[config.mk]
export PLATFORM = sky130hd
export DESIGN_NAME = qnigma_sub_serial
export DESIGN_NICKNAME = d
export VERILOG_FILES = /design/src/rtl/qnigma_sub_serial.sv
export SDC_FILE = /design/constraint.sdc
export NUM_CORES = 1
export LEC_CHECK = 0
export CORE_MARGIN = 2
export CORE_UTILIZATION = 52
export DETAILED_ROUTE_END_ITERATION = 10
export MAX_ROUTING_LAYER = met4
export PLACE_DENSITY_LB_ADDON = 0.12
export SLEW_MARGIN = 20
export SYNTH_ARGS = -nofsm -noshare
export SYNTH_HDL_FRONTEND = slang
export SYNTH_SLANG_ARGS = --single-unit
[constraint.sdc]
create_clock -name clk -period 4.1 [get_ports clk]
set_clock_uncertainty 0.05 [all_clocks]
set_input_delay 0.82 -clock clk [delete_from_list [all_inputs] [get_ports clk]]
set_output_delay 0.82 -clock clk [all_outputs]
set_load 0.05 [all_outputs]
[src/rtl/qnigma_sub_serial.sv]
// Multi-precision serial subtractor: Q = A - B - c_in over N limbs of W bits, LSB limb first.
// A single output register with pass-through ready; the final borrow flags A < B (+c_in).
module qnigma_sub_serial #(
    parameter int W  = 16,
    parameter int N  = 4,
    parameter int CW = (N > 1) ? $clog2(N) : 1
) (
    input  logic         clk,
    input  logic         rst,
    input  logic [W-1:0] a,
    input  logic [W-1:0] b,
    input  logic         c_in,
    input  logic         in_val,
    output logic         in_rdy,
    output logic [W-1:0] q,
    output logic         q_val,
    input  logic         q_rdy,
    output logic         q_last,
    output logic         q_brw
);

    typedef enum logic {S_IDLE, S_RUN} state_t;

    state_t          r_state;
    logic [CW-1:0]   r_cnt;
    logic            r_brw;
    logic [W-1:0]    r_q;
    logic            r_qval;
    logic            r_qlast;
    logic            r_qbrw;

    logic            w_in_xfer;
    logic            w_out_xfer;
    logic            w_bin;
    logic            w_last;
    logic [W:0]      w_diff;

    assign in_rdy     = !r_qval || q_rdy;
    assign w_in_xfer  = in_val && in_rdy;
    assign w_out_xfer = r_qval && q_rdy;

    // IDLE always coincides with counter 0, so it marks limb 0 where c_in seeds the borrow.
    assign w_bin  = (r_state == S_IDLE) ? c_in : r_brw;
    assign w_last = (r_cnt == CW'(N - 1));
    assign w_diff = {1'b0, a} - {1'b0, b} - {{W{1'b0}}, w_bin};

    always_ff @(posedge clk) begin
        if (rst) begin
            r_state <= S_IDLE;
            r_cnt   <= '0;
            r_brw   <= 1'b0;
            r_q     <= '0;
            r_qval  <= 1'b0;
            r_qlast <= 1'b0;
            r_qbrw  <= 1'b0;
        end else if (w_in_xfer) begin
            r_q    <= w_diff[W-1:0];
            r_brw  <= w_diff[W];
            r_qval <= 1'b1;
            if (w_last) begin
                r_qlast <= 1'b1;
                r_qbrw  <= w_diff[W];
                r_cnt   <= '0;
                r_state <= S_IDLE;
            end else begin
                r_qlast <= 1'b0;
                r_qbrw  <= 1'b0;
                r_cnt   <= r_cnt + CW'(1);
                r_state <= S_RUN;
            end
        end else if (w_out_xfer) begin
            // Drained with nothing behind it: the borrow flag must read 0 while q is invalid.
            r_qval  <= 1'b0;
            r_qlast <= 1'b0;
            r_qbrw  <= 1'b0;
        end
    end

    assign q      = r_q;
    assign q_val  = r_qval;
    assign q_last = r_qlast;
    assign q_brw  = r_qbrw;

endmodule

==> results of run 1 <==
cell families (layout without fill, tap and decap cells):
group	after synthesis	count (layout)	share of synthesized area, %
and+or+nand+nor	69	69	16.6
AOI/OAI and AO/OA	63	63	21.3
buffers and inverters	56	108	10.7
adders and majority gates	33	33	21.6
DFF	23	23	23.3
xor gates and xnor gates	11	11	4.87
muxes	3	3	1.58
state kept, by name, summed over array words and instances, names as in the netlist:
name and cells:
r_cnt 2, q_brw 1, q 16, r_state 1
q_val 1, r_brw 1, q_last 1
final timing paths:
path	from	end	slack, ps
max	c_in	r_brw	790
min	q[7]	q[7]	410
max reg2reg	r_state	q[13]	1410
min reg2reg	q[7]	q[7]	410
through the flow:
stage          total power, mW  util (%)  instances  setup WS, ps
6_report                 0.832      71.5        358           793
3_3_place_gp             0.688      70.2        354           537
3_5_place_dp             0.694      70.2        354           493
4_1_cts                  0.838      71.5        358           778
5_1_grt                  0.889      71.5        358           673
2_1_floorplan            0.568         -        258          1130
cell type report:
type / count / area, um^2 / area share [%]
multi-input combinational: 179 / 1310 / 49.9
tap: 48 / 60.1 / 2.30
inverter: 47 / 176 / 6.74
timing repair buffer: 57 / 568 / 21.7
sequential: 23 / 460 / 17.6
clock inverter: 1 / 5.00 / 0.191
clock buffer: 3 / 41.3 / 1.58
worst reg2reg max path, stage by stage, from the launching register on:
cell	delay, ps
dfxtp_1	350
mux2i_1	270
fa_1	490
inv_1	80
ha_1	130
o21ai_0	90
nand3b_1	160
a31oi_1	160
o31ai_1	350
mux2_2	380
o22ai_1	110
routing by layer:
| metal | vias to the layer above | track usage (%) | part of all wire, % |
|---|---|---|---|
| met1 | 863 | 23.4 | 43 |
| met2 | 43 | 40.7 | 53 |
| li1 | 976 | - | - |
| met3 | 2 | 2.57 | 3.7 |
| met4 | 0 | 5.21 | 0.19 |
| met5 | - | - | 0 |
where the power goes:
| part | switching, mW | internal, mW |
|---|---|---|
| clock network | 0.0743 | 0.0679 |
| logic | 0.247 | 0.181 |
| registers | 0.0140 | 0.249 |
Yosys cell counts (4+ instances only):
library cell  instances  share of area (%)
nand2_1              32                6.1
xor2_1                5                2.2
dfxtp_1              23                 23
ha_1                 31                 20
a21oi_1              22                5.6
inv_1                47                8.9
nor2_1               10                1.9
o21ai_0              10                2.5
xnor2_1               6                2.7
clkbuf_1              8                1.5
a21o_1                4                1.5
nor3_1                6                1.5
nand3b_1              4                1.5
==> impl_metrics.env, run 1 <==
export IMPL_leakage_nw=1.19
export IMPL_crit_type="input pin to flop"
export IMPL_postSynthNetCount=328
export IMPL_path_cells="clkdlybuf4s50_1, mux2i_1, fa_1, fa_1, or3b_1, nand4_1, a21oi_2, a31o_1, xor2_1, a211oi_2"
export IMPL_synth_distinct_cells=46
export IMPL_diodes=0
export IMPL_worst_pin_slew_ps=740
export IMPL_core_area_mm2=0.00366
export IMPL_dp_hpwl_um=3330
export IMPL_ys_seq_elements=23
export IMPL_globalplace_congestion=0.960
export IMPL_area_growth_synth_to_final_pct=32.3
export IMPL_relSlewSlack_pct=50.7
export IMPL_dieArea_mm2=0.00431
export IMPL_drive_above_1_share_pct=4.19
export IMPL_slowest_stage="clkdlybuf4s50_1"
export IMPL_path_clk_slew_ps=80
export IMPL_first_global_vias=1798
export IMPL_hp_class="flop to flop"
export IMPL_groute_usage_overall_pct=21.4
export IMPL_power_density_mw_per_mm2=318
export IMPL_synth_area_mm2=0.00198
export IMPL_slowest_delay_ps=450
export IMPL_netlist_instances=258
export IMPL_nFillCells=322
export IMPL_portBuffers=56
export IMPL_ir_worst_vdd_mv=0.204
export IMPL_path_depth=10
export IMPL_yosys_warnings=0
export IMPL_fin_setup_tns_ps=0
export IMPL_route_detailed_drc=0
export IMPL_final_cell_mix="clkdlybuf4s50_1, inv_1, nand2_1"
export IMPL_hold_depth=2
export IMPL_dpl_cell_area_mm2=0.00257
export IMPL_ios=57
export IMPL_drv_cap=0
export IMPL_synth_seq_area_share_pct=23.3
export IMPL_cts_root_buffer="clkbuf_8"
export IMPL_setup_viol=0
export IMPL_via_per_inst=5.26
export IMPL_cts_buffer_depth=2
export IMPL_fin_area_mm2=0.00262
export IMPL_wire_per_inst_um=11.5
export IMPL_ant_nets=0
export IMPL_path_buf_inv=1
export IMPL_rsz0062_at_grt="no"
export IMPL_max_freq_ghz=0.302
export IMPL_dr_pass1_iters=4
export IMPL_critPathMaxFanout=5
export IMPL_rows=22
export IMPL_startpoint_type="input pin"
export IMPL_end_kind="flop"
export IMPL_hold_buffers=0
export IMPL_hold_worst_slack_ps=406
export IMPL_r2r_cells=10
export IMPL_avgSynthCellArea_um2=7.66
export IMPL_outcome="finished clean"
export IMPL_cts_setup_buffers=0
export IMPL_h_tree_depth=1
export IMPL_final_nets=381
export IMPL_cts_resized=0
export IMPL_ys_flop_type="dfxtp_1"
export IMPL_critPathTopFamily="adder cells"
export IMPL_cts_sinks=23
export IMPL_first_iter_violations=95
export IMPL_clock_latency_ps=260
export IMPL_vias=1884
export IMPL_overflow=0
export IMPL_grt_pass1_wl_um=7130
export IMPL_post_route_min_period_ps=3310
export IMPL_finalWirelength_um=4120
export IMPL_critPathRequiredTime_ps=4230
export IMPL_antenna_found_initial=0
export IMPL_die_h_um=65.7
export IMPL_start_util_pct=54.0
export IMPL_die_w_um=65.7
export IMPL_critPathMostFrequentCell="fa_1"
export IMPL_crit_arrival_ps=3440
export IMPL_post_route_period_util_pct=80.7
export IMPL_grt_start_max_net_pins=22
export IMPL_mostFrequentLayoutCell="clkdlybuf4s50_1"
export IMPL_cts_buffers=3
export IMPL_maxSlewViolCount=0
export IMPL_synth_async_reset_ratio_pct=0
export IMPL_final_hold_viol_count=0
export IMPL_synth_edf_count=0
export IMPL_cts_tree="yes"
No activity file was read; power rests on OpenSTA's default activity.
==> run 2, diff against run 1 <==
--- a/config.mk
+++ b/config.mk
@@ -6,7 +6,7 @@
 export NUM_CORES = 1
 export LEC_CHECK = 0
 export CORE_MARGIN = 2
-export CORE_UTILIZATION = 52
+export CORE_UTILIZATION = 48
 export DETAILED_ROUTE_END_ITERATION = 10
 export MAX_ROUTING_LAYER = met4
 export PLACE_DENSITY_LB_ADDON = 0.12
==> constraint.sdc (replaced) <==
create_clock -name clk -period 3.23 [get_ports clk]
set_clock_uncertainty 0.05 [all_clocks]
set_input_delay 0.646 -clock clk [delete_from_list [all_inputs] [get_ports clk]]
set_output_delay 0.646 -clock clk [all_outputs]
set_load 0.05 [all_outputs]
==> run 2 against run 1 <==
  * Die area increased by 7.8%
  * Non-clock buffer count rose by 11
  * Via count rose by 1.5%
  * Final area grew 3.3%
  * Largest cell class unchanged
  * Combinational power grew 34%
  * Sequential power grew 27%
  * Sequential cell count unchanged
==> impl_metrics.env, run 2 (synthesized netlist as in run 1, its figures left out) <==
export IMPL_clkPwrFrac_pct=16.5
export IMPL_cts_setup_buffers=0
export IMPL_dp_hpwl_um=3590
export IMPL_slowest_delay_ps=450
export IMPL_p_comb_share_pct=52.7
export IMPL_startpoint_type="input pin"
export IMPL_largest_register_ffs=16
export IMPL_crit_type="input pin to flop"
export IMPL_internal_power_mw=0.652
export IMPL_cts_sinks=23
export IMPL_cts_buffer_depth=2
export IMPL_worst_pin_slew_ps=521
export IMPL_post_route_min_period_ps=3050
export IMPL_portBuffers=56
export IMPL_overflow=0
export IMPL_fin_setup_tns_ps=0
export IMPL_slowest_stage="clkdlybuf4s50_1"
export IMPL_final_nets=392
export IMPL_power_density_mw_per_mm2=401
export IMPL_leakage_nw=1.24
export IMPL_h_tree_depth=1
export IMPL_relSlewSlack_pct=65.2
export IMPL_dr_pass1_iters=4
export IMPL_hold_buffers=0
export IMPL_rows=23
export IMPL_p_total_mw=1.08
export IMPL_route_detailed_drc=0
export IMPL_final_hold_viol_count=0
export IMPL_post_route_period_util_pct=94.6
export IMPL_mostFrequentLayoutCell="clkdlybuf4s50_1"
export IMPL_rsz0062_at_grt="no"
export IMPL_fin_util_pct=68.1
export IMPL_first_global_vias=1832
export IMPL_outcome="finished clean"
export IMPL_critPathMaxFanout=5
export IMPL_grt_start_max_net_pins=23
export IMPL_die_h_um=68.2
export IMPL_vias=1912
export IMPL_die_w_um=68.2
export IMPL_finalWirelength_um=4400
export IMPL_switching_share_pct=39.9
export IMPL_setup_viol=0
export IMPL_first_iter_violations=109
export IMPL_grt_pass1_wl_um=7660
export IMPL_wire_per_inst_um=11.8
export IMPL_end_kind="flop"
export IMPL_ant_nets=0
export IMPL_path_clk_slew_ps=80
export IMPL_clock_latency_ps=260
export IMPL_ir_worst_vdd_mv=0.390
export IMPL_ios=57
export IMPL_drv_cap=0
export IMPL_core_area_mm2=0.00397
export IMPL_seq_power_share_pct=30.7
export IMPL_cts_resized=0
export IMPL_maxSlewViolCount=0
export IMPL_final_cell_mix="clkdlybuf4s50_1, inv_1, nand2_1"
export IMPL_hp_class="flop to flop"
export IMPL_antenna_found_initial=0
export IMPL_drive_above_1_share_pct=7.79
export IMPL_p_sw_mw=0.433
export IMPL_diodes=0
export IMPL_cts_tree="yes"
export IMPL_via_per_inst=5.15
export IMPL_cts_root_buffer="clkbuf_8"
export IMPL_dieArea_mm2=0.00465
export IMPL_max_freq_ghz=0.327
export IMPL_area_growth_synth_to_final_pct=36.8
export IMPL_path_cells="clkdlybuf4s50_1, mux2i_1, fa_2, fa_1, or3b_1, nand4_1, a21oi_2, a31o_1, xor2_1, a211oi_2"
export IMPL_groute_usage_overall_pct=21.8
export IMPL_cts_buffers=3
export IMPL_globalplace_congestion=0.844
export IMPL_start_util_pct=49.8
export IMPL_crit_arrival_ps=3190
export IMPL_critPathRequiredTime_ps=3370
run 2: power groups by stage:
stage	combinational, mW	clock (mW)	sequential, mW
after floorplan	0.287	0	0.434
final	0.572	0.179	0.333
after detailed placement	0.569	0	0.340
after global placement	0.563	0	0.340
after CTS	0.573	0.186	0.334
after global routing	0.632	0.200	0.337
run 2: critical path, delay by kind of cell:
| kind | cells | cell delay [ps] |
|---|---|---|
| and+or+nand+nor | 2 | 540 |
| adders and majority gates | 2 | 760 |
| buffers and inverters | 1 | 450 |
| AOI/OAI and AO/OA | 3 | 550 |
| muxes | 1 | 80 |
| xor gates and xnor gates | 1 | 160 |
run 2: cell type report:
type	instances	area (um^2)
Clock buffer	3	41.3
Inverter	47	176
Sequential cell	23	460
Multi-Input combinational cell	179	1310
Tap cell	50	62.6
Fill cell	356	1270
Timing Repair Buffer	68	651
Clock inverter	1	5.00
run 2: path summary, 6_finish.rpt:
check                             start     end  slack, ps  cells after the start
worst min register to register   q_last  q_last        400                      2
worst min-delay path             q_last  q_last        400                      2
worst max-delay path               c_in   r_brw        180                     10
worst max register to register  r_state    q[9]        590                      9
run 2: through the flow:
stage               cell area [um^2]  std cells  hold WS (ps)  worst slack, ps
global placement                2660        367           392             -122
floorplan                       1980        258           390              434
finish                          2700        371           404              175
CTS                             2700        371           408              102
detailed placement              2660        367           392             -171
global route                    2700        371           428             52.6
run 2: routing by layer:
layer  part of all wire [%]  track usage (%)  vias up
met5                      0                -        -
met4                   0.41             3.75        0
met3                    5.0             4.61        2
met2                     51             39.6       53
met1                     44             24.8      862
li1                       -                -      995
==> run 3, diff against run 2 <==
--- a/config.mk
+++ b/config.mk
@@ -6,10 +6,12 @@
 export NUM_CORES = 1
 export LEC_CHECK = 0
 export CORE_MARGIN = 2
-export CORE_UTILIZATION = 48
+export CORE_UTILIZATION = 64
 export DETAILED_ROUTE_END_ITERATION = 10
+export DONT_BUFFER_PORTS = 1
 export MAX_ROUTING_LAYER = met4
 export PLACE_DENSITY_LB_ADDON = 0.12
+export REMOVE_ABC_BUFFERS = 1
 export SLEW_MARGIN = 20
 export SYNTH_ARGS = -nofsm -noshare
 export SYNTH_HDL_FRONTEND = slang
==> run 3 against run 2 <==
  * Via count shrank 14%
  * Die area shrank 24%
  * Routed wire length shrank 18%
  * Worst hold slack lost 81 ps
  * Highest routed layer is now met3
==> impl_metrics.env, run 3 (synthesized netlist as in run 1, its figures left out) <==
export IMPL_outcome="finished clean"
export IMPL_first_iter_violations=67
export IMPL_hp_class="input pin to flop"
export IMPL_start_util_pct=65.8
export IMPL_end_kind="flop"
export IMPL_p_sw_mw=0.396
export IMPL_dr_pass1_iters=4
export IMPL_dp_cells=284
export IMPL_cts_setup_buffers=0
export IMPL_seq_power_share_pct=47.7
export IMPL_grt_busiest_layer="met2"
export IMPL_path_cells="mux2i_1, fa_1, fa_1, or3b_1, nand4_1, a21oi_2, a31o_1, xor2_1, a211oi_2"
export IMPL_cts_sinks=23
export IMPL_fin_util_pct=67.5
export IMPL_switching_share_pct=43.7
export IMPL_gr_usage_met2_pct=35.9
export IMPL_critPathMaxFanout=5
export IMPL_path_buf_inv=0
export IMPL_grt_util_met1_pct=26.2
export IMPL_setup_viol=0
export IMPL_wire_per_inst_um=12.4
export IMPL_drv_cap=0
export IMPL_maxSlewViolCount=0
export IMPL_drive_above_1_share_pct=5.49
export IMPL_internal_power_mw=0.510
export IMPL_r2r_start="r_brw"
export IMPL_overflow=0
export IMPL_rows=20
export IMPL_die_h_um=59.6
export IMPL_post_route_period_util_pct=83.6
export IMPL_vias=1640
export IMPL_met3_usage_pct=5.24
export IMPL_crit_arrival_ps=2900
export IMPL_ff2ff_setup_slack_ps=530
export IMPL_final_hold_viol_count=0
export IMPL_area_growth_synth_to_final_pct=2.47
export IMPL_startpoint_type="flop"
export IMPL_die_w_um=59.6
export IMPL_path_depth=9
export IMPL_diodes=0
export IMPL_rr_endpoint="r_brw"
export IMPL_antenna_found_initial=0
export IMPL_slowest_stage="fa_1"
export IMPL_clkPwrFrac_pct=14.9
export IMPL_p_total_mw=0.907
export IMPL_finalWirelength_um=3590
export IMPL_r2r_cells=9
export IMPL_relSlewSlack_pct=50.1
export IMPL_grt_pass1_wl_um=5640
export IMPL_crit_type="flop to flop"
export IMPL_cts_root_buffer="clkbuf_4"
export IMPL_globalplace_congestion=0.857
export IMPL_groute_usage_overall_pct=21.1
export IMPL_rsz0062_at_grt="no"
export IMPL_ant_nets=0
export IMPL_fin_setup_tns_ps=0
export IMPL_p_comb_share_pct=37.4
export IMPL_critPathMostFrequentCell="fa_1"
export IMPL_max_freq_ghz=0.370
export IMPL_portBuffers=0
export IMPL_critPathTopFamily="adder cells"
export IMPL_h_tree_depth=1
export IMPL_route_detailed_drc=0
export IMPL_grt_start_max_net_pins=30
export IMPL_via_per_inst=5.69
export IMPL_final_cell_mix="inv_1, nand2_1, ha_1"
export IMPL_cts_resized=0
export IMPL_path_clk_slew_ps=130
export IMPL_final_cells=288
export IMPL_hold_depth=1
export IMPL_core_area_mm2=0.00300
export IMPL_power_density_mw_per_mm2=448
export IMPL_ios=57
export IMPL_final_nets=326
export IMPL_cts_buffers=3
export IMPL_leakage_nw=0.976
export IMPL_mostFrequentLayoutCell="inv_1"
export IMPL_holdPathEnd="q_last"
export IMPL_cts_tree="yes"
export IMPL_dp_hpwl_um=2890
export IMPL_post_route_min_period_ps=2700
export IMPL_hold_buffers=0
export IMPL_clock_latency_ps=320
export IMPL_ir_worst_vdd_mv=0.301
export IMPL_hold_start="rst"
export IMPL_dieArea_mm2=0.00355
export IMPL_critPathRequiredTime_ps=3430
export IMPL_slowest_delay_ps=430
export IMPL_cts_buffer_depth=2
export IMPL_worst_pin_slew_ps=749
export IMPL_first_global_vias=1322
export IMPL_largest_register_ffs=16
[run 3: cell type report]
cell class | instances | area, um^2
multi-input cells | 179 | 1310
flip-flops and latches | 23 | 460
inverters | 47 | 176
fillers | 293 | 977
clock buffers | 3 | 22.5
clock inverters | 1 | 5.00
repair buffers | 2 | 15.0
well taps | 33 | 41.3
[run 3: worst max-delay path by stage]
stage | from | endpoint | slack (ps)
global route | r_brw | q_brw | 340
detailed placement | c_in | r_brw | 240
global placement | c_in | r_brw | 310
finish | r_brw | r_brw | 530
floorplan | c_in | r_brw | 430
CTS | r_state | r_brw | 510
[run 3: power groups by stage]
stage | combinational, mW | clock [mW] | sequential, mW
2_1_floorplan | 0.281 | 0 | 0.434
3_3_place_gp | 0.335 | 0 | 0.440
3_5_place_dp | 0.340 | 0 | 0.440
4_1_cts | 0.342 | 0.138 | 0.433
5_1_grt | 0.385 | 0.152 | 0.436
6_report | 0.339 | 0.135 | 0.432
[run 3: layer usage]
layer	up-vias	wire length [um]
met5	-	0
met4	0	0
met3	0	182
met2	40	1790
met1	728	1610
li1	872	-
[run 3: stage by stage]
stage,worst slack [ps],hold WS (ps),cell area [um^2]
5_1_grt,341,295,2030
4_1_cts,507,319,2030
2_1_floorplan,434,384,1940
6_report,529,323,2030
3_5_place_dp,241,408,2000
3_3_place_gp,313,391,2000
[run 3: worst register-to-register path: stages (launching register included)]
cell and delay (ps):
dfxtp_1 370, mux2i_1 110, fa_1 430, fa_1 430, or3b_1 410, nand4_1 140, a21oi_2 100, a31o_1 230
xor2_1 160, a211oi_2 210
